$ cat config.mk
export PLATFORM = sky130hd
export DESIGN_NAME = msg_framer
export DESIGN_NICKNAME = d
export VERILOG_FILES = /design/src/rtl/msg_framer.sv
export SDC_FILE = /design/constraint.sdc
export NUM_CORES = 1
export LEC_CHECK = 0
export BUFFER_PORTS_ARGS = -buffer_cell sky130_fd_sc_hd__buf_2
export CORE_MARGIN = 2
export CORE_UTILIZATION = 50
export DETAILED_ROUTE_END_ITERATION = 6
export GPL_TIMING_DRIVEN = 1
export PLACE_DENSITY = 0.7
export SYNTH_ARGS = -nofsm -noshare
export SYNTH_HDL_FRONTEND = slang
export SYNTH_SLANG_ARGS = --single-unit
$ cat constraint.sdc
create_clock -name clk -period 10.1 [get_ports clk]
set_input_delay 0.505 -clock clk [delete_from_list [all_inputs] [get_ports clk]]
set_output_delay 0.505 -clock clk [all_outputs]
set_load 0.02 [all_outputs]
$ cat src/rtl/msg_framer.sv
// msg_framer
// Packs a raw byte stream of length-prefixed messages into 32-bit big-endian
// words for a downstream parser.
//
// Message layout: bytes 0-1 total length L (big-endian, counts the 8 header
// bytes), bytes 2-3 stream id, bytes 4-7 sequence, bytes 8..L-1 payload.
// Legal L is 9..45. An illegal L latches lengthError and stops input until reset.
//
// Ports:
//   clk            rising-edge clock
//   reset_b        asynchronous active-low reset
//   byteIn[7:0]    raw byte stream
//   byteIn_val     byteIn valid
//   byteIn_ready   byte accepted this cycle when byteIn_val is also high
//   dataOut[31:0]  packed word, first byte in [31:24]
//   dataOut_val    dataOut valid
//   dataOut_ready  downstream accepts dataOut
//   dataOut_last   dataOut is the final word of a message
//   lengthError    sticky illegal-length flag
//   msgCount[15:0] count of messages fully accepted downstream
//
// Build option: define FRAMER_MSGCOUNT_EN to enable the msgCount counter;
// otherwise msgCount is tied to zero.

module msg_framer (
  input  logic        clk,
  input  logic        reset_b,
  input  logic [7:0]  byteIn,
  input  logic        byteIn_val,
  output logic        byteIn_ready,
  output logic [31:0] dataOut,
  output logic        dataOut_val,
  input  logic        dataOut_ready,
  output logic        dataOut_last,
  output logic        lengthError,
  output logic [15:0] msgCount
);

  typedef enum logic [1:0] {HDR, BODY, ERR} state_t;

  state_t      state;
  state_t      next_state;
  logic [15:0] byte_cnt;
  logic [15:0] msg_len;
  logic [31:0] asm_word;

  logic        accept;
  logic        word_done;
  logic        final_byte;
  logic        len_legal;
  logic [15:0] hdr_len;
  logic [4:0]  shift;
  logic [31:0] merged;

  // Only registered signals and dataOut_ready feed the ready output.
  assign byteIn_ready = !lengthError && (!dataOut_val || dataOut_ready);
  assign accept       = byteIn_val && byteIn_ready;

  // Next-state and word-completion decode.
  always_comb begin
    next_state = state;
    word_done  = 1'b0;
    final_byte = 1'b0;
    hdr_len    = {msg_len[15:8], byteIn};
    len_legal  = (hdr_len >= 16'd9) && (hdr_len <= 16'd45);
    // Byte slot within the word: slot 0 lands in [31:24], slot 3 in [7:0].
    shift      = {~byte_cnt[1:0], 3'b000};
    merged     = asm_word | ({24'd0, byteIn} << shift);
    case (state)
      HDR: begin
        if (accept && byte_cnt[0]) begin
          next_state = len_legal ? BODY : ERR;
        end
      end
      BODY: begin
        if (accept) begin
          final_byte = (byte_cnt == msg_len - 16'd1);
          word_done  = final_byte || (byte_cnt[1:0] == 2'd3);
          if (final_byte) begin
            next_state = HDR;
          end
        end
      end
      ERR: begin
        next_state = ERR;
      end
      default: begin
        next_state = HDR;
      end
    endcase
  end

  always_ff @(posedge clk or negedge reset_b) begin
    if (!reset_b) begin
      state <= HDR;
    end else begin
      state <= next_state;
    end
  end

  // Byte counter, length capture, word assembly and output register.
  // The completed word bypasses the assembly register straight into dataOut,
  // so the assembly register is cleared on that same edge.
  always_ff @(posedge clk or negedge reset_b) begin
    if (!reset_b) begin
      byte_cnt     <= 16'd0;
      msg_len      <= 16'd0;
      asm_word     <= 32'd0;
      dataOut      <= 32'd0;
      dataOut_val  <= 1'b0;
      dataOut_last <= 1'b0;
      lengthError  <= 1'b0;
    end else begin
      if (accept) begin
        if (state == HDR) begin
          if (byte_cnt[0]) begin
            msg_len <= hdr_len;
          end else begin
            msg_len[15:8] <= byteIn;
          end
        end
        if (final_byte) begin
          byte_cnt <= 16'd0;
          asm_word <= 32'd0;
        end else if (word_done) begin
          byte_cnt <= byte_cnt + 16'd1;
          asm_word <= 32'd0;
        end else begin
          byte_cnt <= byte_cnt + 16'd1;
          asm_word <= merged;
        end
      end

      if (accept && word_done) begin
        dataOut      <= merged;
        dataOut_val  <= 1'b1;
        dataOut_last <= final_byte;
      end else if (dataOut_ready) begin
        dataOut_val  <= 1'b0;
      end

      if (next_state == ERR) begin
        lengthError <= 1'b1;
      end
    end
  end

`ifdef FRAMER_MSGCOUNT_EN
  logic [15:0] msg_count_q;

  // Counts final words as they leave, wrapping naturally at 16 bits.
  always_ff @(posedge clk or negedge reset_b) begin
    if (!reset_b) begin
      msg_count_q <= 16'd0;
    end else if (dataOut_val && dataOut_ready && dataOut_last) begin
      msg_count_q <= msg_count_q + 16'd1;
    end
  end

  assign msgCount = msg_count_q;
`else
  assign msgCount = 16'd0;
`endif

endmodule

==> results of run 1 <==
==> layout by cell type (no fill, tap or decap), drive strengths merged, types with 3 or more instances in the layout <==
master  synthesis  routed
a21oi          81      81
a31oi           4       4
and2            4       4
buf            27      52
clkbuf         16      10
conb            1      16
dfrtp         101     101
inv            37      39
mux2           16      16
mux2i          33      33
nand2          14      14
nand2b          3       3
nand3           4       4
nand4           5       5
nor2           48      48
nor2b           4       4
nor3           10      10
nor4            5       5
o21ai           7       7
or4b            3       3
xnor2          16      16
xor2           20      20
==> state kept, by name (all words and copies together), names as in the netlist <==
| register | cells |
|---|---|
| asm_word | 32 |
| byte_cnt | 16 |
| dataOut | 32 |
| dataOut_last | 1 |
| dataOut_val | 1 |
| lengthError | 1 |
| msg_len | 16 |
| state | 2 |
==> report_power, final <==
group	total, uW	switching [uW]	internal (uW)
logic	475	298	178
registers	630	88.5	542
clock network	246	152	94.1
==> worst max-delay path, stage by stage, from the launching register on <==
cell and delay [ps]:
dfrtp_1 460, inv_1 90, ha_1 270, or4b_4 510
or4b_1 490, o32a_1 190, o31a_1 140, or4b_4 560
o21ai_4 130, buf_4 660, mux2i_1 270
==> stage by stage <==
step	total power, uW	instance area, um^2	hold WS, ps
floorplan	977	5040	209
global placement	1100	5220	395
detailed placement	1120	5220	404
CTS	1360	5420	445
global route	1450	5420	502
finish	1350	5420	461
==> per-layer routing <==
metal	vias up	wire [um]	track usage
met3	14	387	0.0263
li1	1677	-	-
met5	-	0	0
met4	0	200	0.0811
met2	82	4920	0.328
met1	1741	5140	0.299
==> layout make-up <==
cell class / instances / area, um^2 / area share
multi-input cells: 318 / 2120 / 0.391
clock buffers: 10 / 128 / 0.0236
clock inverters: 6 / 55.1 / 0.0102
repair buffers: 53 / 285 / 0.0527
well taps: 133 / 166 / 0.0307
flip-flops and latches: 101 / 2530 / 0.467
inverters: 37 / 139 / 0.0256
==> cells by family (layout without fill, tap and decap cells) <==
| logic type | Yosys count | after routing |
|---|---|---|
| and+or+nand+nor | 112 | 112 |
| AOI/OAI and AO/OA | 103 | 103 |
| DFF | 101 | 101 |
| buffers and inverters | 80 | 106 |
| muxes | 49 | 49 |
| xor gates and xnor gates | 36 | 36 |
| adders and majority gates | 2 | 2 |
| other | 1 | 16 |
==> worst max-delay path by stage <==
stage,start,to,cells after the start
2_1_floorplan,msg_len[0],dataOut[16],11
3_3_place_gp,msg_len[0],dataOut[12],10
3_5_place_dp,msg_len[0],dataOut[14],10
4_1_cts,msg_len[0],dataOut[14],10
5_1_grt,msg_len[0],dataOut[18],10
6_report,msg_len[0],dataOut[12],10
==> what timing repair did <==
action                    CTS  global route
resized for setup           0             0
hold buffers                1             0
hold endpoints to repair    1             0
==> summary.md, run 1 <==
| Metric | Value |
|---|---|
| Vias | 3514 |
| Synth unique cells | 50 |
| Clock sink count | 101 |
| Post-synth EDFFs | 0 |
| VDD IR max | 0.000155 V |
| CTS Buffer Depth | 2 |
| Most numerous cell in the Yosys netlist | dfrtp_1 |
| Worst-Skew Late Latency | 370 ps |
| Routed Antenna Nets | 0 |
| Layout Utilization | 0.557 |
| Status | completed |
| Synth Instances | 484 |
| Async S/R FF share, synth | 1.00 |
| DIE HEIGHT | about 100 um |
| FF-to-FF path depth | 10 |
| P&R area growth vs syn | 8.58% |
| Yosys Warn Count | 0 |
| XOR/XNOR Fraction of Synth Area | 0.0632 |
| Num CTS Buffers | 9 |
| Synth Area in Adders | 0.00502 |
| Post-place setup slack | 6220 ps |
| RSZ-0062 raised after global routing | false |
| Clk pin slew, worst setup/hold paths | 110 ps |
| DRT Wirelength | 10.6 mm |
| H-tree Lvls | 3 |
| FF-to-FF setup slack | 6230 ps |
| Vias in the first global route | between 3000 and 4000 |
| Synth top area cells | dfrtp_1 51%, a21oi_1 7.1%, mux2i_1 6.6% |
| WHS Path Cells | 4 |
| Dpl cells | 641 |
| Synth Cell Area | approximately 5000 um^2 |
| Most frequent cells after synthesis | 101 x dfrtp_1, 71 x a21oi_1, 47 x nor2_1 |
| I/O Pins | 64 |
| Layout Nets | around 530 |
| Setup TNS Final | 0 ps |
| Critical Path AT | ~4200 ps |
| Via density | 5.34 |
| Pin count of the biggest net entering global routing | 84 |
| Hold-critical path endpoint | byte_cnt[0] |
| CP endpoint kind | register |
| DR WL/cell | 16.2 um |
| Setup slack after layout | 6230 ps |
| Prevailing post-synth register cell | dfrtp_1 |
| Core area | 9730 um^2 |
| Maximum clock rate | 259 MHz |
| Hold Path Origin | byteIn_val |
| DRC viols | 0 |
| Seq/Total Area, Yosys | 0.507 |
| Startpoint class of the critical path | register |
| Hold Crit Class | in2reg |
| CP Class | reg2reg |
| Pleak | 0.00256 uW |
| Final Max Slew Viols | 0 |
| Dpl hpwl | 7.19 mm |
| Top cell type's share of synthesized area | 0.507 |
| Final Instance Count excl. Fillers | around 660 |
| Worst relative slew slack | 0.305 |
| 1st-pass router iterations | 5 |
| Leading area contributor after synthesis | dfrtp_1 |
| Largest family of logic cells by synthesized area | compound AO/OA/AOI/OAI gates |
| Fraction of the mapped netlist area in simple logic gates | 0.118 |
| Reg-to-Reg Start | msg_len[0] |
| Final worst path period share | 0.383 |
| Syn Area/Cell | approximately 10 um^2 |
| Post-CTS Repair Setup Buffers | 0 |
| Synth Register Bits | 101 |
| RR Endpoint | dataOut[12] |
| 1st-iter DRT viols | 233 |
| PwrDens | about 250 nW/um^2 |
| Global-route wire length before repair | 18.1 mm |
| PortBufs | 47 |
| CTS tree | built |
| CP required | 10400 ps |
| Synth Area in Compound Gates | 0.122 |
| Gpl congestion | roughly 0.90 |
| Overall Global Routing Usage | 0.210 |
| Layout Skew | 10.2 ps |
| Die Area | 10800 um^2 |
| Max_cap viols | 0 |
| Initial core utilization | 0.513 |
| Final hold violations | 0 |
| Fillcell total | 881 |
| N_diodes | 0 |
| GRT overflow | 0 |
| Die W | 104 um |
| Actual slew at the worst max-slew pin | 1040 ps |
| Layout cell share with drive strength beyond 1 | 0.198 |
| Site row count | 36 |
| Mux cell area share after synthesis | 0.102 |
| Root Driver | clkbuf_8 |
| Critical Path Fanout Max | 65 |
| Min Clock Period, post-route | 3870 ps |
| Initial antenna violation count | 0 |
| Setup-failing EPs final | 0 |
(Power assumes the default switching activity.)
==> run 2: changes to the inputs <==
==> constraint.sdc (replaced) <==
create_clock -name clk -period 3.94 [get_ports clk]
set_input_delay 0.197 -clock clk [delete_from_list [all_inputs] [get_ports clk]]
set_output_delay 0.197 -clock clk [all_outputs]
set_load 0.02 [all_outputs]
==> run 2 against run 1 <==
First-iteration DRC count down 6.9%. Total power grew to 2.6 times the previous value. Maximum frequency rose by 9.1%. Utilization up 0.44 points. Critical path depth did not move. Clock power rose to 2.7 times the previous value. Non-clock buffer count increased by 2.
==> summary.md, run 2 (synthesis gave the netlist of run 1 again) <==
| Metric | Value |
|---|---|
| Status | completed (unchanged) |
| RSZ-0062 raised after global routing | false (unchanged) |
| Leading cell types in the layout, fill and taps excluded | 101 x dfrtp_1, 71 x a21oi_1, 47 x nor2_1 (unchanged) |
| CTS Buffer Depth | 2 (unchanged) |
| H-tree Lvls | 3 (unchanged) |
| Initial core utilization | 0.513 (unchanged) |
| Multi-input combinational cell area | 2120 um^2 (unchanged) |
| N_diodes | 0 (unchanged) |
| Overall Global Routing Usage | 0.209 (was 0.210) |
| 1st-pass router iterations | 4 (was 5) |
| CP Class | reg2reg (unchanged) |
| Via density | 5.36 (was 5.34) |
| Commonest non-fill, non-tap cell in the layout | dfrtp_1 (unchanged) |
| Top flop regs | asm_word x32, dataOut x32 (unchanged) |
| Setup slack after layout | 393 ps (was 6230 ps) |
| Layout Utilization | 0.561 (was 0.557) |
| Pin count of the biggest net entering global routing | 74 (was 84) |
| Site row count | 36 (unchanged) |
| Final Max Slew Viols | 0 (unchanged) |
| Worst relative slew slack | 0.405 (was 0.305) |
| I/O Pins | 64 (unchanged) |
| Die Area | 10800 um^2 (unchanged) |
| DRC viols | 0 (unchanged) |
| Worst path max stage delay | 560 ps (was 660 ps) |
| CP required | 4240 ps (was 10400 ps) |
| Most used cell, CP | or4b_4 (unchanged) |
| Startpoint class of the critical path | register (unchanged) |
| Crit-path cells | inv_1, ha_1, or4b_4, nor4_1, xor2_1, o31a_1, or4b_4, o21ai_4, buf_12, mux2i_1 (was inv_1, ha_1, or4b_4, or4b_1, o32a_1, o31a_1, or4b_4, o21ai_4, buf_4, mux2i_1) |
| GRT overflow | 0 (unchanged) |
| P&R area growth vs syn | 9.43% (was 8.58%) |
| Setup-failing EPs final | 0 (unchanged) |
| Worst-Skew Late Latency | 370 ps (about the same) |
| Gpl congestion | 0.887 (was 0.902) |
| # hold bufs at CTS | 1 (unchanged) |
| Num CTS Buffers | 9 (unchanged) |
| Setup TNS Final | 0 ps (unchanged) |
| Register area | 2530 um^2 (unchanged) |
| Tot Pwr | 3510 uW (was 1350 uW) |
| Top Family by Delay on Critical Path | simple AND/OR/NAND/NOR gates (unchanged) |
| CTS tree | built (unchanged) |
| Min Clock Period, post-route | 3550 ps (was 3870 ps) |
| Layout Nets | 536 (was 534) |
| Maximum clock rate | 282 MHz (was 259 MHz) |
| Vias | 3540 (was 3514) |
| Dpl cells | 643 (was 641) |
| Vias in the first global route | 3496 (was 3488) |
| Die W | 104 um (unchanged) |
| Actual slew at the worst max-slew pin | 893 ps (was 1040 ps) |
| Final Instance Count excl. Fillers | 660 (was 658) |
| Met2 global-route usage | 0.328 (about the same) |
| Max_cap viols | 0 (unchanged) |
| DIE HEIGHT | 104 um (unchanged) |
| Routed Antenna Nets | 0 (unchanged) |
| Core area | 9730 um^2 (unchanged) |
| Pleak | 0.00259 uW (was 0.00256 uW) |
| DR WL/cell | 16.2 um (about the same) |
| Crit path buffers/inverters | 2 (unchanged) |
| Clock sink count | 101 (unchanged) |
| Critical Path Fanout Max | 65 (unchanged) |
| Post-CTS sizing | 0 (unchanged) |
| PwrDens | 643 nW/um^2 (was 250 nW/um^2) |
| Met1 Usage GRT | 0.297 (was 0.299) |
| Crit-path slowest cell | or4b_4 (was buf_4) |
| Layout cell share with drive strength beyond 1 | 0.203 (was 0.198) |
| Met3 Track Usage GR | 0.0382 (was 0.0263) |
| PortBufs | 47 (unchanged) |
| Critical Path AT | 3840 ps (was 4170 ps) |
| Global-route wire length before repair | 18.0 mm (was 18.1 mm) |
| CP endpoint kind | register (unchanged) |
| Final worst path period share | 0.900 (was 0.383) |
| Layout Skew | 15.1 ps (was 10.2 ps) |
| Dpl hpwl | 7.30 mm (was 7.19 mm) |
| Post-place setup slack | 436 ps (was 6220 ps) |
| Post-CTS Repair Setup Buffers | 0 (unchanged) |
| Fillcell total | 886 (was 881) |
| Root Driver | clkbuf_8 (unchanged) |
| Initial antenna violation count | 0 (unchanged) |
| Final hold violations | 0 (unchanged) |
| Top Usage Layer GRT | met2 (unchanged) |
| Hold Crit Class | in2reg (unchanged) |
| VDD IR max | 0.000370 V (was 0.000155 V) |
| Clk pin slew, worst setup/hold paths | 110 ps (about the same) |
| 1st-iter DRT viols | 217 (was 233) |
| DRT Wirelength | 10.7 mm (was 10.6 mm) |
run 2: cell count changes in the layout (fill, tap and decap cells not counted):
| cell | before | now |
|---|---|---|
| clkinvlp_4 | 2 | 0 |
| clkbuf_8 | 9 | 10 |
| clkbuf_1 | 1 | 0 |
| buf_4 | 6 | 7 |
| inv_8 | 2 | 3 |
| inv_6 | 0 | 2 |
| buf_12 | 0 | 1 |
| clkinv_4 | 2 | 1 |
run 2: worst paths after layout:
path / from / endpoint / slack (ps) / depth (start not counted)
hold / removal: byteIn_val / byte_cnt[0] / 160 / 4
setup reg to reg: msg_len[0] / dataOut[29] / 390 / 10
min in group asynchronous: reset_b / msg_len[3] / 500 / 2
max in group asynchronous: reset_b / dataOut[11] / 2490 / 3
hold reg to reg: state[0] / state[1] / 500 / 1
setup / recovery: msg_len[0] / dataOut[29] / 390 / 10
run 2: per-stage QoR:
| step | cell area [um^2] | hold WS (ps) |
|---|---|---|
| floorplan | 5040 | -98.6 |
| global placement | 5250 | 372 |
| detailed placement | 5250 | 382 |
| CTS | 5460 | 148 |
| global route | 5460 | 182 |
| finish | 5460 | 163 |
run 2: area by class of cell:
cell class              instances  area share
clock inverters                 6      0.0110
flip-flops and latches        101       0.463
repair buffers                 55      0.0573
multi-input cells             318       0.388
well taps                     133      0.0305
inverters                      37      0.0254
clock buffers                  10      0.0252
run 2: per-layer routing:
metal / up-vias / share of wire
met3: 17 / 0.040
met4: 0 / 0.019
met1: 1749 / 0.47
li1: 1679 / -
met2: 95 / 0.47
met5: - / 0
run 2: worst min-delay path, cell delays in order:
cell and delay (ps):
buf_2 110, nand2_1 70, nand2_1 50, o21ai_0 60
run 2: power breakdown:
part           switching [uW]  total, uW  internal (uW)
registers                 229       1620           1390
logic                     771       1230            463
clock network             394        660            266
total                    1390       3510           2120
